--- src/rtl/uart_rx_fifo.sv ---
// uart_rx_fifo: oversampling UART receiver feeding a first-word-fall-through FIFO.
// Define UART_RX_PARITY_EN to receive and check a parity bit after the data bits.
module uart_rx_fifo #(
    parameter int DATA_BITS  = 8,
    parameter int OVERSAMPLE = 16,
    parameter int STOP_BITS  = 1,
    parameter int PARITY_ODD = 0,
    parameter int FIFO_DEPTH = 4
) (
    input  logic                          i_clk,
    input  logic                          i_rst_n,
    input  logic                          rx,
    input  logic                          flush,
    output logic [DATA_BITS-1:0]          data,
    output logic                          valid,
    input  logic                          ready,
    output logic                          framing_err,
    output logic                          parity_err,
    output logic                          overrun,
    output logic                          busy,
    output logic [$clog2(FIFO_DEPTH):0]   fifo_count
);

    localparam int CW = $clog2(OVERSAMPLE);
    localparam int BW = $clog2(DATA_BITS);
    localparam int AW = $clog2(FIFO_DEPTH);
    localparam int NW = AW + 1;
`ifdef UART_RX_PARITY_EN
    localparam int WW = DATA_BITS + 2;
`else
    localparam int WW = DATA_BITS + 1;
`endif

    localparam logic [CW-1:0] MID_LO    = CW'(OVERSAMPLE / 2 - 1);
    localparam logic [CW-1:0] MID       = CW'(OVERSAMPLE / 2);
    localparam logic [CW-1:0] MID_HI    = CW'(OVERSAMPLE / 2 + 1);
    localparam logic [CW-1:0] LAST_CNT  = CW'(OVERSAMPLE - 1);
    localparam logic [BW-1:0] LAST_BIT  = BW'(DATA_BITS - 1);
    localparam logic [BW-1:0] LAST_STOP = BW'(STOP_BITS - 1);

    typedef enum logic [2:0] {
        IDLE   = 3'd0,
        START  = 3'd1,
        DATA   = 3'd2,
        PARITY = 3'd3,
        STOP   = 3'd4
    } state_t;

    state_t                state_q, state_d;
    logic                  rx_s1_q, rx_s1_d;
    logic                  rx_s2_q, rx_s2_d;
    logic                  rx_prev_q, rx_prev_d;
    logic [CW-1:0]         cnt_q, cnt_d;
    logic [1:0]            ones_q, ones_d;
    logic [BW-1:0]         bit_q, bit_d;
    logic [DATA_BITS-1:0]  shreg_q, shreg_d;
    logic                  ferr_q, ferr_d;
`ifdef UART_RX_PARITY_EN
    logic                  perr_q, perr_d;
`endif

    logic [WW-1:0]         mem_q [FIFO_DEPTH];
    logic [WW-1:0]         mem_d [FIFO_DEPTH];
    logic [AW-1:0]         wr_q, wr_d;
    logic [AW-1:0]         rd_q, rd_d;
    logic [NW-1:0]         count_q, count_d;
    logic                  ovr_q, ovr_d;

    logic                  sample, decide, bit_end, vote;
    logic                  push, pop, full, wr_en;
    logic [WW-1:0]         word;

    always_comb begin
        rx_s1_d   = rx;
        rx_s2_d   = rx_s1_q;
        rx_prev_d = rx_s2_q;
    end

    // Third vote is the live sample, so the majority is known on that cycle.
    always_comb begin
        sample  = (cnt_q == MID_LO) || (cnt_q == MID) || (cnt_q == MID_HI);
        decide  = (cnt_q == MID_HI);
        bit_end = (cnt_q == LAST_CNT);
        vote    = ones_q[1] | (ones_q[0] & rx_s2_q);
    end

    always_comb begin
        state_d = state_q;
        cnt_d   = bit_end ? '0 : cnt_q + CW'(1);
        ones_d  = ones_q;
        bit_d   = bit_q;
        shreg_d = shreg_q;
        ferr_d  = ferr_q;
        push    = 1'b0;
`ifdef UART_RX_PARITY_EN
        perr_d  = perr_q;
        word    = {perr_q, ferr_q | ~vote, shreg_q};
`else
        word    = {ferr_q | ~vote, shreg_q};
`endif
        if (sample) ones_d = ones_q + {1'b0, rx_s2_q};
        if (decide) ones_d = '0;
        case (state_q)
            IDLE: begin
                cnt_d  = '0;
                ones_d = '0;
                if (rx_prev_q && !rx_s2_q) begin
                    state_d = START;
                    bit_d   = '0;
                    ferr_d  = 1'b0;
`ifdef UART_RX_PARITY_EN
                    perr_d  = 1'b0;
`endif
                end
            end
            START: begin
                if (decide && vote) state_d = IDLE;
                else if (bit_end)   state_d = DATA;
            end
            DATA: begin
                if (decide) shreg_d = {vote, shreg_q[DATA_BITS-1:1]};
                if (bit_end) begin
                    bit_d = bit_q + BW'(1);
                    if (bit_q == LAST_BIT) begin
                        bit_d = '0;
`ifdef UART_RX_PARITY_EN
                        state_d = PARITY;
`else
                        state_d = STOP;
`endif
                    end
                end
            end
`ifdef UART_RX_PARITY_EN
            PARITY: begin
                if (decide)
                    perr_d = (^{shreg_q, vote}) != 1'(PARITY_ODD);
                if (bit_end) state_d = STOP;
            end
`endif
            STOP: begin
                if (decide) begin
                    if (!vote) ferr_d = 1'b1;
                    if (bit_q == LAST_STOP) begin
                        push    = 1'b1;
                        state_d = IDLE;
                    end
                end else if (bit_end) begin
                    bit_d = bit_q + BW'(1);
                end
            end
            default: state_d = IDLE;
        endcase
    end

    always_comb begin
        pop     = valid && ready;
        full    = count_q == NW'(FIFO_DEPTH);
        wr_en   = 1'b0;
        mem_d   = mem_q;
        wr_d    = wr_q;
        rd_d    = rd_q;
        count_d = count_q;
        ovr_d   = ovr_q;
        if (flush) begin
            wr_d    = '0;
            rd_d    = '0;
            count_d = '0;
            ovr_d   = 1'b0;
        end else begin
            wr_en = push && (!full || pop);
            if (wr_en) begin
                mem_d[wr_q] = word;
                wr_d        = wr_q + AW'(1);
            end
            if (push && full && !pop) ovr_d = 1'b1;
            if (pop) rd_d = rd_q + AW'(1);
            count_d = count_q + NW'(wr_en) - NW'(pop);
        end
    end

    always_ff @(posedge i_clk or negedge i_rst_n) begin
        if (!i_rst_n) begin
            state_q   <= IDLE;
            rx_s1_q   <= 1'b1;
            rx_s2_q   <= 1'b1;
            rx_prev_q <= 1'b1;
            cnt_q     <= '0;
            ones_q    <= '0;
            bit_q     <= '0;
            shreg_q   <= '0;
            ferr_q    <= 1'b0;
`ifdef UART_RX_PARITY_EN
            perr_q    <= 1'b0;
`endif
            mem_q     <= '{default: '0};
            wr_q      <= '0;
            rd_q      <= '0;
            count_q   <= '0;
            ovr_q     <= 1'b0;
        end else begin
            state_q   <= state_d;
            rx_s1_q   <= rx_s1_d;
            rx_s2_q   <= rx_s2_d;
            rx_prev_q <= rx_prev_d;
            cnt_q     <= cnt_d;
            ones_q    <= ones_d;
            bit_q     <= bit_d;
            shreg_q   <= shreg_d;
            ferr_q    <= ferr_d;
`ifdef UART_RX_PARITY_EN
            perr_q    <= perr_d;
`endif
            mem_q     <= mem_d;
            wr_q      <= wr_d;
            rd_q      <= rd_d;
            count_q   <= count_d;
            ovr_q     <= ovr_d;
        end
    end

    assign valid       = count_q != '0;
    assign data        = mem_q[rd_q][DATA_BITS-1:0];
    assign framing_err = valid & mem_q[rd_q][DATA_BITS];
`ifdef UART_RX_PARITY_EN
    assign parity_err  = valid & mem_q[rd_q][DATA_BITS+1];
`else
    assign parity_err  = 1'b0;
`endif
    assign overrun     = ovr_q;
    assign busy        = state_q != IDLE;
    assign fifo_count  = count_q;

endmodule
--- config.mk ---
export PLATFORM = sky130hd
export DESIGN_NAME = uart_rx_fifo
export DESIGN_NICKNAME = d
export VERILOG_FILES = /design/src/rtl/uart_rx_fifo.sv
export SDC_FILE = /design/constraint.sdc
export NUM_CORES = 1
export LEC_CHECK = 0
export ABC_AREA = 1
export BUFFER_PORTS_ARGS = -buffer_cell sky130_fd_sc_hd__buf_2
export CAP_MARGIN = 20
export CORE_MARGIN = 2
export CORE_UTILIZATION = 25
export CTS_BUF_LIST = sky130_fd_sc_hd__clkbuf_4
export DETAILED_ROUTE_END_ITERATION = 8
export PLACE_DENSITY = 0.5
export RECOVER_POWER = 100
export SLEW_MARGIN = 20
export SYNTH_ARGS = -nofsm -noshare
export SYNTH_HDL_FRONTEND = slang
export SYNTH_SLANG_ARGS = --single-unit
--- constraint.sdc ---
create_clock -name i_clk -period 2.6 [get_ports i_clk]
set_input_delay 0.39 -clock i_clk [delete_from_list [all_inputs] [get_ports i_clk]]
set_output_delay 0.39 -clock i_clk [all_outputs]
set_load 0.03 [all_outputs]
# Word-level counts from Yosys, hierarchy flattened
# Index checks and enable logic that the tools add are counted.
# op_classes
bitwise_logic	8
magnitude_cmp	3
reduce_logical	28
add_sub_neg	7
n_mux	39
n_eq_ne	18
# ops
op	n
3-bit two-way mux	13
36-bit bitwise mux	1
9-bit two-way mux	3
9-bit binary-select mux with 2-bit select	1
9-bit demux with 2-bit select	1
2-bit != test (second input constant)	8
2-bit two-way mux	7
4-bit equality test (second input constant)	3
3-bit one-hot mux with 4 select lines	1
3-bit nonzero test	4
3-bit equality test (second input constant)	3
3-bit one-hot mux with 3 select lines	1
1-bit two-way mux	8
4-bit two-way mux	2
2-bit nonzero test	4
1-bit logical AND	7
3-bit greater-or-equal comparator (second input constant)	2
3-bit zero test	2
2-bit inverter with 3-bit output	2
6-bit AND reduction	1
5-bit AND reduction	1
2-bit by 1-bit adder with 2-bit output (second input constant)	2
4-bit by 1-bit adder with 4-bit output (second input constant)	1
4-bit by 3-bit equality test with 1-bit output (second input constant)	1
16 further kinds	24
# totals
ff_bits	68
wordCells	120

# Depth between registers and ports, before layout
# logic_depth
word_depth	8
mapped_depth	12
depth_no_buf	12

# Worst setup path before layout
# Ideal clock, no wire load.
# synth_timing
path_kind	register to register
start	reg count_q[1], in the netlist fifo_count[1]
end	reg count_q[2], in the netlist fifo_count[2]
required_ns	2.475
arrival_time_ns	2.172
period_less_slack_ns	2.296
setup_time_ns	0.125
stages_incl_launch_ff	12
setup_slack_ns	0.304
path_cell_list	dfrtp_1 inv_1 nand3_1 nand2_1 inv_1 ha_1 inv_1 ha_1 inv_1 fa_1 o21ai_0 a21oi_1
# synth_between
elab_chain_len	7
word_cells_on_any_way	9
# synth_lines
item	line	rtl
start, declared	66	logic [NW-1:0] count_q, count_d;
start signal, assigned	217	count_q <= count_d;
3-bit nonzero test (*)	222	assign valid = count_q != '0;
via valid	15	output logic valid,
1-bit logical AND (*)	157	pop = valid && ready;
1-bit logical OR	171	wr_en = push && (!full || pop);
1-bit logical AND	171	
3-bit by 1-bit adder with 3-bit output	178	count_d = count_q + NW'(wr_en) - NW'(pop);
3-bit by 1-bit subtractor with 3-bit output (*)	178	
3-bit two-way mux (*)	165	if (flush) begin
via count_d[2]	66	
# The timed path passes the listed nets; every way through them passes the cells marked *.
# A chain may end at the register's enable or synchronous reset.

# Worst setup path in the final report
# layout_timing
start	reg cnt_q[1]
end	reg mem_q[26] in the netlist's numbering
# layout_between
elab_chain_len	5
# layout_lines
item	line	rtl
start, declared	53	logic [CW-1:0] cnt_q, cnt_d;
start signal, assigned	206	cnt_q <= cnt_d;
4-bit equality test	82	decide = (cnt_q == MID_HI);
1-bit two-way mux	142	if (decide) begin
1-bit two-way mux	103	case (state_q)
1-bit logical AND	171	
2-bit AND reduction (no line)	-	
end signal, assigned	214	mem_q <= mem_d;
end, declared	62	logic [WW-1:0] mem_q [FIFO_DEPTH];
# No other way between the ends.

==> results.md <==
- The flow ran to the end, and the final reports show no timing, DRC or antenna violations.
- The power density over the cells is 805 nW/um^2.
- In this run the post-CTS setup repair buffer count came out at 0.
- Summed over all layers, the global routing overflow is 0.
- After global routing, the most crowded layer is met2.
- The area enclosed by the die boundary is ~15000 sq um.
- The count of distinct cell types in the synthesized netlist is 30.
- At the end of the flow, the number of nets in the layout was 444.
- The launching point of the worst reg2reg path is cnt_q[1]$_DFF_PN0_.
- The number of antenna diodes is 0.
- Sorting the synthesized cells by area gives the leading types as sky130_fd_sc_hd__dfrtp_1 (48%), sky130_fd_sc_hd__nand2_1 (12%), sky130_fd_sc_hd__o21ai_0 (10%).
- Leaving out filler cells and counting taps, the final layout contains a little over 600.
- The initial core utilization is 0.256.
- The sort of element at the end of the critical path is a flip-flop.
- Including well taps, the total number of placed cells is just under 600.
- By instance count, the leading cell after synthesis is sky130_fd_sc_hd__nand2_1.
- The area fraction of the dominant cell type after synthesis is 0.479.
- The violation count after the first detailed-route iteration is 135.
- The die is 121 microns wide.
- The total of warnings raised by yosys is 0.
- The depth of the critical timing path with buffers and inverters included is 9.
- In this run, synthesis inferred 0 flip-flops with an integrated enable.
- Entering global routing, the biggest net connects 56 pins.
- The max-slew violation total from the final report is 0.
- The setup path with the least slack is of type reg -> reg.
- Broken down by cell family, the worst path's largest delay share belongs to simple AND/OR/NAND/NOR gates.
- The met2 routing resource usage after global routing is 0.201.
- In this run the number of H-tree levels came out at 3.
- The final non-filler cell area is ~3800 sq um.
- The standby leakage power is 1.97 nW.
- TritonCTS created 9 clock buffers.
- The clock drives 68 sinks.
- The mapped netlist covers 3390 sq um.
- In the synthesized netlist, the number of instances is 396.
- The worst register-to-register path ends at mem_q[26]$_DFFE_PN0P_.
- The wire length of the first global-routing pass is between 10000 and 15000 microns.
- The shortest period the worst path allows is around 2400 ps.
- VDD sags by at most 0.441 mV.
- The floorplan has between 40 and 50 rows.
- The worst register-to-register path has a setup slack of between 200 and 250 ps.
- For this run, global-route usage on met1 was measured as 0.147.
- The number of gates resized after CTS was 0.
- The via count of the first global-routing pass is ~2700.
- The maximum cell stage delay along the critical path is 450 ps.
- The remaining routing DRC violations is 0.
- Before antenna repair, the detailed router went through 4 iterations.
- The highest net fanout along the worst path is 30.
- After clock tree synthesis, the clock-pin slew on the worst setup and hold paths is ~110 ps.
- At the pin with the least slew margin, the transition time is slightly above 800 ps.
- In the final timing run, aggregate negative setup slack is 0 ps.
- Compared with the post-synthesis result, the final layout area differs by 11.5%.
- Traced cell by cell, the critical path runs through inv_1 -> ha_1 -> nand3_4 -> nor2_4 -> nand4_1 -> buf_4 -> nor2_4 -> nand2_1 -> nand2_1.
- The final route contains roughly 2700 vias.
- After detailed routing, the average wire length per cell comes to around 13 microns.
- The die outline height is 121 microns.
- Of the cells placed in the final design, the portion with a size suffix greater than 1 is 0.117.
- After synthesis, the most frequently instantiated cells are sky130_fd_sc_hd__nand2_1 (106), sky130_fd_sc_hd__o21ai_0 (69), sky130_fd_sc_hd__dfrtp_1 (65), sky130_fd_sc_hd__nor2_1 (40), sky130_fd_sc_hd__inv_1 (31).
- The last weighted congestion value of the routability-driven placer is about 0.82.
- The number of buffers on the longest clock path is 2.
- Final hold analysis gives a worst-case slack of around 64 ps.
- The worst-case reg-to-reg path depth is 9.
- The headroom to the max-slew limit is 0.462.
- TritonCTS built the clock tree.
- Summed over all nets, the half-perimeter wirelength after detailed placement is ~5200 microns.
- The I/O pin total is 21.
- In this run the most critical hold path is launched from rx.
- The library cell with the largest summed area after synthesis is sky130_fd_sc_hd__dfrtp_1.
- Setup repair after global routing left no endpoint under its margin.
- The type of the tightest min-delay check is in -> reg.
- The number of nets handed over by synthesis was around 420.
- The final core utilization is 0.286.
- The count of final setup violators is 0.
- The placed standard-cell area is approximately 3700 sq um.
- The count of antenna-violating nets left after detailed routing is 0.
- In the synthesized netlist the async set-or-reset flop fraction comes to 1.00.
- The region available for standard cell placement spans 13200 sq um.
- Counting both buffers and inverters, the worst setup path holds a total of 2.
- The final setup skew is about 20 ps.
- The hold violation total from the final report is 0.
- CTS placed an instance of sky130_fd_sc_hd__clkbuf_4 at the clock tree root.
- The max-capacitance violation count is 0.
- The final worst-path cycle share is 0.911.
- Using the TritonRoute via totals, the vias-per-cell ratio works out to around 4.4.
- After synthesis the netlist holds a flip-flop and latch count of slightly below 70.
- STA puts the critical path data required time at a little under 3000 ps.
- The maximum operating frequency is about 420 MHz.
- The share of the Yosys chip area taken by registers is 0.503.
- The most used flip-flop cell after synthesis is sky130_fd_sc_hd__dfrtp_1.
- Input and output buffers added on the ports amount to 19.
- The later pin in the worst-skew pair is clocked with a latency of 430 ps.
- The critical path launch point type is a flip-flop.
- A synthesized cell averages approximately 8.6 sq um.
- The number of hold buffers added after CTS is 1.
- The initial antenna violation count is 0.
- The global routing usage summed across all routing layers is 0.119.
- Among all stages on the critical path, the largest delay is contributed by sky130_fd_sc_hd__buf_4.
- The aggregate routed wire length is 7840 microns.
- For the worst setup path, the data arrival time is around 2700 ps.
- The routing usage on met3 is 0.0368.
- Along the worst hold path, the cell count comes to 1.
- The worst hold path terminates at rx_s1_q$_DFF_PN1_.
==> flip-flops by register name, indices dropped and copies added, names as in the netlist, 2 cells and up <==
| signal | cells |
|---|---|
| shreg_q | 8 |
| mem_q | 36 |
| state_q | 3 |
| fifo_count | 3 |
| ones_q | 2 |
| wr_q | 2 |
| cnt_q | 4 |
| rd_q | 2 |
| bit_q | 3 |
==> logic make-up (layout without fill, tap and decap cells) <==
kind of cell    Yosys count  count (layout)  synth area share
compound gates           83              83             0.126
xor+xnor                  3               3           0.00774
fa+ha+maj                15              15            0.0575
buf+inv                  47              80            0.0553
flops                    68              68             0.503
mux                       6               6            0.0199
other cells               1               1           0.00111
simple gates            173             173             0.230
==> placed cells by master (no fill, tap or decap), types with 5 or more instances in the layout <==
cell type	n
sky130_fd_sc_hd__a21oi_1	5
sky130_fd_sc_hd__buf_4	5
sky130_fd_sc_hd__clkbuf_1	7
sky130_fd_sc_hd__clkbuf_2	9
sky130_fd_sc_hd__clkbuf_4	10
sky130_fd_sc_hd__clkinv_1	7
sky130_fd_sc_hd__dfrtp_1	65
sky130_fd_sc_hd__ha_1	14
sky130_fd_sc_hd__inv_1	31
sky130_fd_sc_hd__mux2_2	6
sky130_fd_sc_hd__nand2_1	107
sky130_fd_sc_hd__nand3_1	11
sky130_fd_sc_hd__nor2_1	41
sky130_fd_sc_hd__o21ai_0	69
sky130_fd_sc_hd__o22ai_1	8
==> power by group <==
part / switching, W / internal (W) / total [W]
clock network: 0.000411 / 0.000189 / 0.000599
registers: 0.000125 / 0.00117 / 0.00130
logic: 0.000802 / 0.000346 / 0.00115
==> layout make-up <==
| class | instances | area [sq um] |
|---|---|---|
| Timing Repair Buffer | 26 | 141 |
| Clock inverter | 7 | 43.8 |
| Multi-Input combinational cell | 281 | 1460 |
| Fill cell | 1476 | 9460 |
| Inverter | 38 | 143 |
| Clock buffer | 9 | 67.6 |
| Tap cell | 176 | 220 |
| Sequential cell | 68 | 1710 |
==> how the worst max path moves through the flow <==
stage	startpoint	endpoint
2_1_floorplan	fifo_count[1]$_DFF_PN0_	fifo_count[2]$_DFF_PN0_
3_3_place_gp	cnt_q[1]$_DFF_PN0_	fifo_count[2]$_DFF_PN0_
3_5_place_dp	cnt_q[1]$_DFF_PN0_	fifo_count[2]$_DFF_PN0_
4_1_cts	rd_q[0]$_DFFE_PN0P_	framing_err
5_1_grt	cnt_q[1]$_DFF_PN0_	mem_q[20]$_DFFE_PN0P_
6_report	cnt_q[1]$_DFF_PN0_	mem_q[26]$_DFFE_PN0P_
==> routing by layer <==
layer | share of wire | vias up
met5 | 0 | -
met4 | 0.0094 | 0
met3 | 0.045 | 6
met2 | 0.47 | 47
met1 | 0.47 | 1268
li1 | - | 1349
==> stage by stage <==
stage	setup WS, ps	total power [W]
4_1_cts	182	0.00312
6_report	233	0.00304
3_5_place_dp	253	0.00250
3_3_place_gp	327	0.00250
2_1_floorplan	304	0.00217
5_1_grt	25.3	0.00330
No activity file was read; power rests on OpenSTA's default activity.
